$ cat src/rtl/bin2bcd_seq.sv
// Sequential binary-to-BCD converter (double dabble), one shift/adjust step per clock.
// Optional `BCD_BLANK_EN adds a registered leading-zero blanking mask output.
module bin2bcd_seq #(
  parameter int W      = 10,
  parameter int DIGITS = 4
) (
  input  logic                  clk,
  input  logic                  rst,
  input  logic                  start,
  input  logic [W-1:0]          bin,
  output logic [4*DIGITS-1:0]   bcd,
`ifdef BCD_BLANK_EN
  output logic [DIGITS-1:0]     blank,
`endif
  output logic                  busy,
  output logic                  done
);

  localparam int BW = 4 * DIGITS;
  localparam int SW = BW + W;
  localparam int CW = (W > 1) ? $clog2(W) : 1;

  // Handshake: start is sampled only in IDLE; bin is captured on that same edge.
  // busy covers the W shift cycles; done pulses for one cycle as bcd updates.
  typedef enum logic {IDLE, SHIFT} state_t;

  state_t          state, state_d;
  logic [SW-1:0]   shreg, shreg_d, adj;
  logic [CW-1:0]   count, count_d;
  logic [BW-1:0]   bcd_d;
  logic            busy_d, done_d;
`ifdef BCD_BLANK_EN
  logic [DIGITS-1:0] blank_d;
`endif

  always_ff @(posedge clk) begin
    if (rst) begin
      state <= IDLE;
      shreg <= '0;
      count <= '0;
      bcd   <= '0;
      busy  <= 1'b0;
      done  <= 1'b0;
`ifdef BCD_BLANK_EN
      blank <= {{(DIGITS-1){1'b1}}, 1'b0};
`endif
    end else begin
      state <= state_d;
      shreg <= shreg_d;
      count <= count_d;
      bcd   <= bcd_d;
      busy  <= busy_d;
      done  <= done_d;
`ifdef BCD_BLANK_EN
      blank <= blank_d;
`endif
    end
  end

  always_comb begin
    state_d = state;
    shreg_d = shreg;
    count_d = count;
    bcd_d   = bcd;
    busy_d  = busy;
    done_d  = 1'b0;
    adj     = shreg;
`ifdef BCD_BLANK_EN
    blank_d = blank;
`endif
    case (state)
      IDLE: begin
        if (start) begin
          shreg_d = {{BW{1'b0}}, bin};
          count_d = '0;
          busy_d  = 1'b1;
          state_d = SHIFT;
        end
      end
      SHIFT: begin
        // Add 3 to any scratch digit >= 5 before the shift doubles it.
        for (int i = 0; i < DIGITS; i++) begin
          if (adj[W+4*i +: 4] >= 4'd5)
            adj[W+4*i +: 4] = adj[W+4*i +: 4] + 4'd3;
        end
        shreg_d = {adj[SW-2:0], 1'b0};
        count_d = count + 1'b1;
        if (count == CW'(W-1)) begin
          bcd_d   = shreg_d[W +: BW];
          done_d  = 1'b1;
          busy_d  = 1'b0;
          state_d = IDLE;
`ifdef BCD_BLANK_EN
          // Blank a digit only when it and every digit above it are zero.
          blank_d[DIGITS-1] = (shreg_d[W+4*(DIGITS-1) +: 4] == 4'd0);
          for (int i = DIGITS-2; i >= 0; i--)
            blank_d[i] = blank_d[i+1] && (shreg_d[W+4*i +: 4] == 4'd0);
          blank_d[0] = 1'b0;
`endif
        end
      end
      default: state_d = IDLE;
    endcase
  end

endmodule

$ cat config.mk
export PLATFORM = sky130hd
export DESIGN_NAME = bin2bcd_seq
export DESIGN_NICKNAME = d
export VERILOG_FILES = /design/src/rtl/bin2bcd_seq.sv
export SDC_FILE = /design/constraint.sdc
export NUM_CORES = 1
export LEC_CHECK = 0
export BUFFER_PORTS_ARGS = -buffer_cell sky130_fd_sc_hd__buf_2
export CORE_UTILIZATION = 35
export CTS_CLUSTER_SIZE = 24
export DETAILED_ROUTE_END_ITERATION = 10
export PLACE_DENSITY = 0.54
export SETUP_SLACK_MARGIN = 0.05
export SYNTH_ARGS = -nofsm -noshare
export SYNTH_HDL_FRONTEND = slang
export SYNTH_SLANG_ARGS = --single-unit
$ cat constraint.sdc
create_clock -name clk -period 2.5 [get_ports clk]
set_clock_uncertainty 0.2 [all_clocks]
set_input_delay 0.5 -clock clk [delete_from_list [all_inputs] [get_ports clk]]
set_output_delay 0.5 -clock clk [all_outputs]
set_load 0.05 [all_outputs]
==> impl_metrics.ini <==
[pwr]
irDropWorstVdd_uv = 245.1
p_seq_share_pct = 59.1
power_density_nw_per_um2 = 549.8
power.switching_mw = 0.3346
power_frac_clock_pct = 33.3
combinationalPowerShare_pct = 7.6
intPower_mw = 1.026
p_sw_share_pct = 24.59
leakagePower_nw = 1.009

[clocking]
cts_tree = done
clk-insertion-delay-late_ps = 300
clkSinkCount = 49
ctsResizeCount = 0
clock_path_buffers = 2
cts_hold_buf = 0
path_clk_slew_ps = 90
root_buffer = clkbuf_8
cts_max_level = 2
postCtsSetupBuffers = 0
cts_made_buffers = 5

[global_routing]
grt.total_usage_pct = 15.17
grt_pass1_vias = 1620
grt_max_degree = 20
grt_first_pass_wirelength_um = 7603
grt_overflow_total = 0
antenna_found_initial = 0

[worst_setup_path]
cpPeakStageDelay_ps = 420
worstPathMaxFanout = 5
cp.arrival_ps = 1780
path_cells = inv_1 > ha_1 > nand2b_1 > a21o_1 > mux2_4 > o21ai_2
crit_type = flop to flop
crit_family = flip-flops
end_kind = flop
path_buf_inv = 1
cp_slowest_cell = dfxtp_1
start_kind = flop
critPathRequiredTime_ps = 2540

[worst_hold_path]
hp-class = flop to flop

[yosys]
syn_inst = 245
ys_top_cells_by_area = dfxtp_1 (45%), ha_1 (5.8%), a21oi_1 (5.5%), mux2i_1 (5.5%), nor2_1 (4.3%)
yosys_warnings = 0
syn_nets = 268
netlist_area_um2 = 2176
post-synth-top-area-cell = dfxtp_1
ys_types = 31
ys_seq_area_share_pct = 45.08
syn_area_per_cell_um2 = 8.881
synth.ff_latch_count = 49
yosysTopAreaCellShare_pct = 45.08

[floorplanning]
die_x_um = 80.85
core-area_um2 = 5956
io_pins = 31
die_area_um2 = 6536
start_util_pct = 36.53
rows = 28
fp.dieH_um = 80.85

[placement]
placedCellCount = 343
dp_hpwl_um = 2999
place.gp.congestion = 0.7116
io_buffer_count = 30

[cells_and_area]
fill_cells = 645
fin_util_pct = 41.55
syn_to_final_growth_pct = 13.74
layoutNonFillerInstCount = 351
diodes = 0
drive_gt1_share_pct = 18.12
final_cell_mix = dfxtp_1 (49), buf_2 (30), nor2_1 (25), a21oi_1 (24), o21ai_0 (18)
nets = 298
layout_commonest_cell = dfxtp_1

[detailed_routing]
drtPass1Iterations = 4
postRouteWirelength_um = 4396
ant_nets = 0
drc = 0
wl_per_cell_um = 12.52
drt_iter0_drc = 48
vias = 1758
via_per_inst = 5.009

[timing]
max_freq_mhz = 576.8
period_needed_ps = 1734
max_slew_margin_pct = 60.43
timing.final.max_slew_violations = 0
worst_pin_slew_ps = 590.0
fin_hold_ws_ps = 246.2
final.setup.tns_ps = 0
fin_crit_sh_pct = 69.35
rsz0062_at_grt = no
finalHoldViolCount = 0
setup_violations = 0

[status]
run_status = finished clean

[run]
cap_viol_max_count = 0
## logic make-up (layout without fill, tap and decap cells)
| kind of cell | Yosys count | count (layout) | synth area share (%) |
|---|---|---|---|
| AOI/OAI and AO/OA | 65 | 65 | 17.37 |
| xor gates and xnor gates | 4 | 4 | 1.610 |
| adders and majority gates | 10 | 10 | 5.750 |
| buffers and inverters | 24 | 55 | 5.233 |
| DFF | 49 | 49 | 45.08 |
| muxes | 15 | 15 | 7.418 |
| and+or+nand+nor | 78 | 78 | 17.54 |
## sequential cells by signal, indices dropped and copies added, names as in the netlist
register and flops:
shreg 26, bcd 16, count 4, busy 1, done 1, state 1
## area by class of cell
type	count	area [um2]	share of cell area [%]
sequential	49	980.9	39.64
clock buffer	6	72.57	2.932
tap	75	93.84	3.792
timing repair buffer	36	195.2	7.887
clock inverter	2	10.01	0.4044
multi-input combinational	172	1081	43.68
inverter	11	41.29	1.668
## path summary, 6_finish.rpt
kind / startpoint / endpoint / slack [ps] / cells past startpoint
setup / recovery: shreg[14] / bcd[6] / 770 / 6
hold / removal: bcd[7] / bcd[7] / 250 / 2
setup reg to reg: shreg[14] / bcd[6] / 770 / 6
hold reg to reg: bcd[7] / bcd[7] / 250 / 2
## synth_stat cells
master and number:
a21o_1 3, buf_4 4, a21oi_1 24, mux2_2 1
or2_1 1, clkinv_1 1, o31a_1 1, a41oi_1 1
o21ai_0 18, a32o_1 2, dfxtp_1 49, inv_1 10
o21ai_1 8, nand3b_1 1, nor2b_1 3, mux2_4 2
nor2_1 25, nand2_1 13, a31oi_1 1, xnor2_1 4
a22o_1 3, mux2i_1 12, nand4b_1 1, clkbuf_1 2
ha_1 10, nand3_1 13, buf_2 7, nor3b_1 8
o21ai_2 4, nand2b_1 6, nor3_1 7
## power by group through the flow
stage,Sequential (mW),Combinational (mW),Clock (mW)
2_1_floorplan,0.824,0.0727,0
3_5_place_dp,0.822,0.104,0
6_report,0.804,0.103,0.454
4_1_cts,0.804,0.104,0.475
5_1_grt,0.806,0.117,0.496
3_3_place_gp,0.822,0.104,0
## worst reg2reg max path: stages (launching register included)
cell	delay (ps)
dfxtp_1	420
inv_1	70
ha_1	260
nand2b_1	110
a21o_1	170
mux2_4	330
o21ai_2	120
## metal layers
| metal | global-route usage (%) | vias up | routed length, um |
|---|---|---|---|
| met3 | 3.596 | 7 | 188 |
| met2 | 24.71 | 32 | 2032 |
| met5 | 0 | - | 0 |
| li1 | - | 906 | - |
| met1 | 19.48 | 813 | 2114 |
| met4 | 5.357 | 0 | 61 |
## stage by stage
stage | setup WS [ps] | power [mW] | cell area [um2]
4_1_cts | 758.7 | 1.384 | 2475
5_1_grt | 609.4 | 1.419 | 2475
3_3_place_gp | 758.9 | 0.9259 | 2392
2_1_floorplan | 902.3 | 0.8966 | 2176
6_report | 766.2 | 1.361 | 2475
3_5_place_dp | 724.5 | 0.9263 | 2392
Note: power is estimated with default switching activity, not from simulation.
